[config.mk]
export PLATFORM = sky130hd
export DESIGN_NAME = package_extractor
export DESIGN_NICKNAME = d
export VERILOG_FILES = /design/src/rtl/package_extractor.sv
export SDC_FILE = /design/constraint.sdc
export NUM_CORES = 1
export LEC_CHECK = 0
export ABC_AREA = 1
export CAP_MARGIN = 20
export CORE_MARGIN = 10
export CORE_UTILIZATION = 32
export DETAILED_ROUTE_END_ITERATION = 10
export PLACE_DENSITY = 0.55
export SYNTH_ARGS = -nofsm -noshare
export SYNTH_HDL_FRONTEND = slang
export SYNTH_SLANG_ARGS = --single-unit
[constraint.sdc]
create_clock -name clk -period 2.6 [get_ports clk]
set_clock_uncertainty 0.1 [all_clocks]
set_input_delay 0.52 -clock clk [delete_from_list [all_inputs] [get_ports clk]]
set_output_delay 0.52 -clock clk [all_outputs]
set_load 0.01 [all_outputs]
[src/rtl/package_extractor.sv]
// Captures the fixed-length payload that follows a flagged header and streams it
// out with first/last framing. A collision word or an input stall aborts the package.
module package_extractor #(
    parameter int unsigned PAYLOAD_WORDS  = 32,
    parameter int unsigned TIMEOUT_CYCLES = 1024
) (
    input  logic        clk,
    input  logic        rst,
    input  logic [15:0] data_in,
    input  logic        data_valid,
    input  logic        get_package,
    output logic [15:0] pkg_data,
    output logic        pkg_valid,
    output logic        pkg_first,
    output logic        pkg_last,
    output logic        pkg_abort,
    output logic        err_collision,
    output logic        err_timeout,
    output logic [15:0] pkg_count,
    output logic        busy
);

    typedef enum logic {
        IDLE    = 1'b0,
        CAPTURE = 1'b1
    } state_t;

    localparam logic [15:0] LAST_IDX    = 16'(PAYLOAD_WORDS - 1);
    localparam logic [15:0] STALL_LIMIT = 16'(TIMEOUT_CYCLES);

    state_t      state, state_next;
    logic [15:0] word_cnt, word_cnt_next;
    logic [15:0] stall_cnt, stall_cnt_next;
    logic [15:0] stall_cnt_inc;
    logic [15:0] pkg_data_next, pkg_count_next;
    logic        pkg_valid_next, pkg_first_next, pkg_last_next;
    logic        pkg_abort_next, err_collision_next, err_timeout_next;
    logic        accept, collision;

    // The word seen together with get_package in IDLE is already payload word 0.
    assign accept        = data_valid && ((state == CAPTURE) || get_package);
    assign collision     = (data_in[15:14] == 2'b11);
    assign stall_cnt_inc = stall_cnt + 16'd1;

    always_comb begin
        // NOTE: every signal gets a default before any branch so no latch is inferred.
        state_next         = state;
        word_cnt_next      = word_cnt;
        stall_cnt_next     = stall_cnt;
        pkg_data_next      = pkg_data;
        pkg_count_next     = pkg_count;
        pkg_valid_next     = 1'b0;
        pkg_first_next     = 1'b0;
        pkg_last_next      = 1'b0;
        pkg_abort_next     = 1'b0;
        err_collision_next = 1'b0;
        err_timeout_next   = 1'b0;

        case (state)
            IDLE: begin
                if (get_package) begin
                    state_next     = CAPTURE;
                    word_cnt_next  = '0;
                    stall_cnt_next = '0;
                end
            end
            CAPTURE: begin
                if (!data_valid) begin
                    if (stall_cnt_inc == STALL_LIMIT) begin
                        err_timeout_next = 1'b1;
                        pkg_abort_next   = 1'b1;
                        state_next       = IDLE;
                        word_cnt_next    = '0;
                        stall_cnt_next   = '0;
                    end else begin
                        stall_cnt_next = stall_cnt_inc;
                    end
                end
            end
            default: state_next = IDLE;
        endcase

        // Accepting a word overrides the arm/stall decisions made above.
        if (accept) begin
            stall_cnt_next = '0;
            if (collision) begin
                err_collision_next = 1'b1;
                pkg_abort_next     = 1'b1;
                state_next         = IDLE;
                word_cnt_next      = '0;
            end else begin
                pkg_valid_next = 1'b1;
                pkg_data_next  = data_in;
                pkg_first_next = (word_cnt == '0);
                if (word_cnt == LAST_IDX) begin
                    pkg_last_next  = 1'b1;
                    pkg_count_next = pkg_count + 16'd1;
                    state_next     = IDLE;
                    word_cnt_next  = '0;
                end else begin
                    state_next    = CAPTURE;
                    word_cnt_next = word_cnt + 16'd1;
                end
            end
        end
    end

    // NOTE: sequential state uses non-blocking assignments so all registers update together.
    always_ff @(posedge clk) begin
        if (rst) begin
            state         <= IDLE;
            word_cnt      <= '0;
            stall_cnt     <= '0;
            pkg_data      <= '0;
            pkg_count     <= '0;
            pkg_valid     <= 1'b0;
            pkg_first     <= 1'b0;
            pkg_last      <= 1'b0;
            pkg_abort     <= 1'b0;
            err_collision <= 1'b0;
            err_timeout   <= 1'b0;
        end else begin
            state         <= state_next;
            word_cnt      <= word_cnt_next;
            stall_cnt     <= stall_cnt_next;
            pkg_data      <= pkg_data_next;
            pkg_count     <= pkg_count_next;
            pkg_valid     <= pkg_valid_next;
            pkg_first     <= pkg_first_next;
            pkg_last      <= pkg_last_next;
            pkg_abort     <= pkg_abort_next;
            err_collision <= err_collision_next;
            err_timeout   <= err_timeout_next;
        end
    end

    assign busy = (state == CAPTURE);

endmodule

### After elaboration in Yosys (flattened, before gate mapping)

Cells that the tools add are included.

* multiplexer cells: 25
* shift-type cells: 0
* divide/modulo/power cells: 0
* magnitude comparators: 0
* bitwise operators: 3
* reductions and logical operators: 10
* equal/unequal tests: 8
* $add $sub $neg: 3
* multipliers: 0

Operator list (number)
* two-way mux 16 bit: 8
* one-hot mux 16 bit (2 select lines): 2
* adder 16 x 1 -> 16 bit (second input constant): 3
* equality test 16 x 11 -> 1 bit (second input constant): 1
* equality test 16 x 5 -> 1 bit (second input constant): 1
* zero test 16 bit: 1
* two-way mux 1 bit: 14
* AND reduction 3 bit: 2
* inequality test 2 bit (second input constant): 2
* AND reduction 2 bit: 2
* OR reduction 2 bit: 2
* inequality test 3 x 1 -> 1 bit (second input constant): 1
* inequality test 3 x 2 -> 1 bit (second input constant): 1
* inequality test 3 bit (second input constant): 1
* inverter 1 bit: 3
* OR reduction 3 bit: 1
* equality test 2 bit (second input constant): 1
* one-hot mux 1 bit (2 select lines): 1
* logical AND 1 bit: 1
* logical OR 1 bit: 1

* memories kept: 0
* output and inout port bits: 39
* register bits: 71
* latch bits: 0
* bits in writable memories: 0
* memory bits (read-only): 0

### Longest topological paths before layout

* depth after elaboration: 7
* depth in mapped cells: 15
* depth with buffers taken out: 14

### Worst setup path after synthesis

Ideal clock, no wire load.

* kind: reg2reg
* from: register stall_cnt[0]
* to: register word_cnt[6]
* period minus slack after synthesis: 1.950 ns
* path slack: 0.650 ns
* arrival: 1.712 ns
* cell stages (with the launch flop): 14
* path buffers: 1
* setup time: 0.138 ns
* path through: dfxtp_1 -> ha_1 -> nand3_2 -> nor2_8 -> nand3b_1 -> nand2_1 -> nand2_1 -> nor2_4 -> nand3_4 -> nand2_4 -> nand2_4 -> buf_12 -> nand2_2 -> a21oi_2

* word-level cells in the longest chain between the ends: 4

Ends and longest elaborated chain
* start, declared: RTL line 33 `logic [15:0] stall_cnt, stall_cnt_next;`
* start signal, assigned: RTL line 125 `stall_cnt <= stall_cnt_next;`
* adder 16 x 1 -> 16 bit: RTL line 43 `assign stall_cnt_inc = stall_cnt + 16'd1;`
* equality test 16 x 11 -> 1 bit: RTL line 69 `if (stall_cnt_inc == STALL_LIMIT) begin`
* inequality test 3 x 1 -> 1 bit (no source line)
* AND reduction 3 bit (no source line)
* end signal, assigned: RTL line 124 `word_cnt <= word_cnt_next;`
* end, declared: RTL line 32 `logic [15:0] word_cnt, word_cnt_next;`

Every way passes these cells.
A chain may end at the register's enable or synchronous reset.

### Final worst setup path

* from: register state, in the netlist busy
* to: output port busy

RTL lines
* start, declared: RTL line 31 `state_t state, state_next;`
* start signal, assigned: RTL line 123 `state <= state_next;`
* end, declared: RTL line 20 `output logic busy`

No word-level cell between the ends.

==> flow_summary.yaml <==
run_status:
  outcome: "finished clean"
route:
  first_pass_iters: 4
  drt-wirelength-per-cell_um: 13.0
  wl_um: 9690
  vias: 3591
  ant_nets: 0
  drt-initial-drc-count: 261
  viasPerCell: 4.83
  route.detailed.drc: 0
place:
  port-buffer-count: 58
  dp_hpwl_um: 7280
  preCtsSetupSlack_ns: 0.205
  place_congestion: 0.835
finish:
  area_growth_pct: 29.5
  final_common_cell: "nand2_1"
  final_cell_mix: "nand2_1 (141), dfxtp_1 (71), clkdlybuf4s50_1 (57)"
  antenna_cells: 0
  layout.nets: 619
  drive_gt1_share_pct: 12.5
  ff_latch_area_mm2: 0.00142
  fill_cells: 1171
  multi_input_area_mm2: 0.00202
critical_path:
  crit_family: "buffers and inverters"
  start_kind: "register"
  crit_required_ns: 1.98
  critPathBufInv: 1
  crit_arrival_ns: 1.62
  cp_cell_sequence: "clkdlybuf4s50_1"
  slowest_delay_ns: 0.65
  critPathMaxFanout: 13
  slowest_stage: "clkdlybuf4s50_1"
  worstSetupPathType: "reg -> out"
  critPathCaptureType: "primary output"
grt:
  grt_usage_pct: 12.1
  antenna_found_initial: 0
  grt_first_pass_wirelength_um: 16400
  overflow: 0
  grt_pass1_vias: 3412
  grt_max_degree: 36
clock_tree:
  cts-resized-gates: 0
  ctsHoldBuffers: 0
  clock_path_buffers: 2
  post_cts_buffers: 0
  numCtsBuffers: 9
  insertion_delay_ns: 0.33
  cts_root_buffer: "clkbuf_16"
  clock_sinks: 71
  htree_levels: 3
  cts.clk_slew.worst_paths_ns: 0.06
  cts_tree: "built"
sta:
  setup_slack_ns: 0.363
  tightest_slew_ns: 0.519
  slew_headroom_pct: 65.4
  max_freq_mhz: 447
  min_period_over_period_pct: 86.0
  rsz0062_at_grt: "no"
  fin_tns_setup_ns: 0
  finalSetupViolCount: 0
  slew_viol_final: 0
  finalCriticalPeriod_ns: 2.24
  hold_viol_final: 0
floorplanning:
  die_w_um: 128
  fp.dieArea_mm2: 0.0163
  placementRows: 39
  pin_count: 59
  core_mm2: 0.0114
  start_util_pct: 32.6
  die_h_um: 128
power:
  seqPwrFrac_pct: 42.3
  switchingPower_mw: 0.596
  pwr-share-clk_pct: 50.4
  p_int_mw: 2.06
  p_sw_share_pct: 22.5
  power_mw: 2.65
  ir_worst_vdd_mv: 0.298
  power.leakage_nw: 1.73
  power_frac_comb_pct: 7.3
  power.density_cell_area_mw_per_mm2: 552
synthesis:
  synth_cells: 530
  yosysWarnings: 0
  syn_nets: 554
  ys_ff_latch: 71
  synth_area_leader_cell: "dfxtp_1"
  synth_top_family_by_area: "simple AND/OR/NAND/NOR gates"
  syn-cell-area_mm2: 0.00371
  synthMuxAreaShare_pct: 0
  yosysTopAreaCellShare_pct: 38.3
  synthXorXnorAreaFrac_pct: 1.65
  synthAdderAreaFrac_pct: 1.35
  synth.area.top_cells: "dfxtp_1 (38%), nand2_1 (14%), a21oi_1 (7.0%)"
  yosys.cell_types.count: 38
  syn_avg_cell_area_um2: 7.00
  seq_area_frac_synth_pct: 38.3
  synth-simple-area-share_pct: 39.1
  synth_compound_area_share_pct: 12.2
flow_run:
  drv_cap: 0
hold_path:
  hold_path.class: "reg -> reg"
-- metrics by stage --
stage / utilization [%] / hold slack (ns) / cells / instance area [µm²]
2_1_floorplan: - / 0.353 / 530 / 3710
3_3_place_gp: 39.4 / 0.353 / 727 / 4480
3_5_place_dp: 39.4 / 0.359 / 727 / 4480
4_1_cts: 42.2 / 0.367 / 743 / 4800
5_1_grt: 42.2 / 0.381 / 743 / 4800
6_report: 42.2 / 0.366 / 743 / 4800
-- flip-flops by register name (all words and copies together) (netlist names) --
| register | count |
|---|---|
| busy | 1 |
| pkg_last | 1 |
| pkg_data | 16 |
| err_collision | 1 |
| pkg_valid | 1 |
| word_cnt | 16 |
| stall_cnt | 16 |
| pkg_count | 16 |
| err_timeout | 1 |
| pkg_first | 1 |
| pkg_abort | 1 |
-- cell families after synthesis --
family,after synthesis
and+or+nand+nor,301
xor gates and xnor gates,7
buffers and inverters,68
AOI/OAI and AO/OA,79
adders and majority gates,4
DFF,71
-- metal layers --
layer	GRT usage [%]	wire (µm)
met5	0	0
met4	5.89	200
met3	3.10	447
met2	19.7	4700
met1	14.4	4340
-- final cells by class --
class                   count  share of cell area, %
multi-input cells         391                   42.0
well taps                 143                   3.72
clock inverters             5                   1.69
repair buffers             67                   13.6
clock buffers              11                   5.05
flip-flops and latches     71                   29.6
inverters                  55                   4.30
-- tightest hold or removal path, cell delays in order (launching register included) --
cell and delay, ns:
dfxtp_1 0.31, nand2_1 0.06, a21oi_1 0.05
-- synthesized netlist by cell type --
master      n
o21ai_1     2
nand2_2    16
ha_1        4
o211ai_1    2
xnor2_1     3
nor4_2      1
nand3b_1    3
nor2_8      1
o21bai_1    3
buf_1       2
o22ai_1     1
nand2_4     3
nand2_1   141
nor3_1     18
dfxtp_1    71
o21ai_0     6
nand3_1    34
nor3b_1     1
clkinv_1    1
nor2_1     42
o21a_1      1
o21ai_2     1
or2_2       2
clkbuf_1   10
a31oi_1     1
xor2_1      4
and3_1      1
nor2_4      5
buf_12      1
nand4_1    22
a21oi_1    52
inv_2       3
nand3_2     4
nor4_1      3
inv_1      51
nor2_2      3
a21oi_2    10
nand3_4     1
-- power by group through the flow --
stage / clock [mW] / sequential (mW) / combinational (mW)
2_1_floorplan: 0 / 1.15 / 0.0950
5_1_grt: 1.41 / 1.12 / 0.214
6_report: 1.34 / 1.12 / 0.195
4_1_cts: 1.36 / 1.12 / 0.198
3_5_place_dp: 0 / 1.15 / 0.198
3_3_place_gp: 0 / 1.15 / 0.198
-- path summary, 6_finish.rpt --
kind / startpoint / to / slack, ns / cells after the start
worst min-delay path: pkg_data[5]$_SDFFE_PP0P_ / pkg_data[5]$_SDFFE_PP0P_ / 0.37 / 2
worst min register to register: pkg_data[5]$_SDFFE_PP0P_ / pkg_data[5]$_SDFFE_PP0P_ / 0.37 / 2
worst max-delay path: busy$_SDFF_PP0_ / busy / 0.36 / 1
worst max register to register: stall_cnt[1]$_SDFFE_PP0P_ / busy$_SDFF_PP0_ / 0.41 / 10
Note: power is estimated with default switching activity, not from simulation.
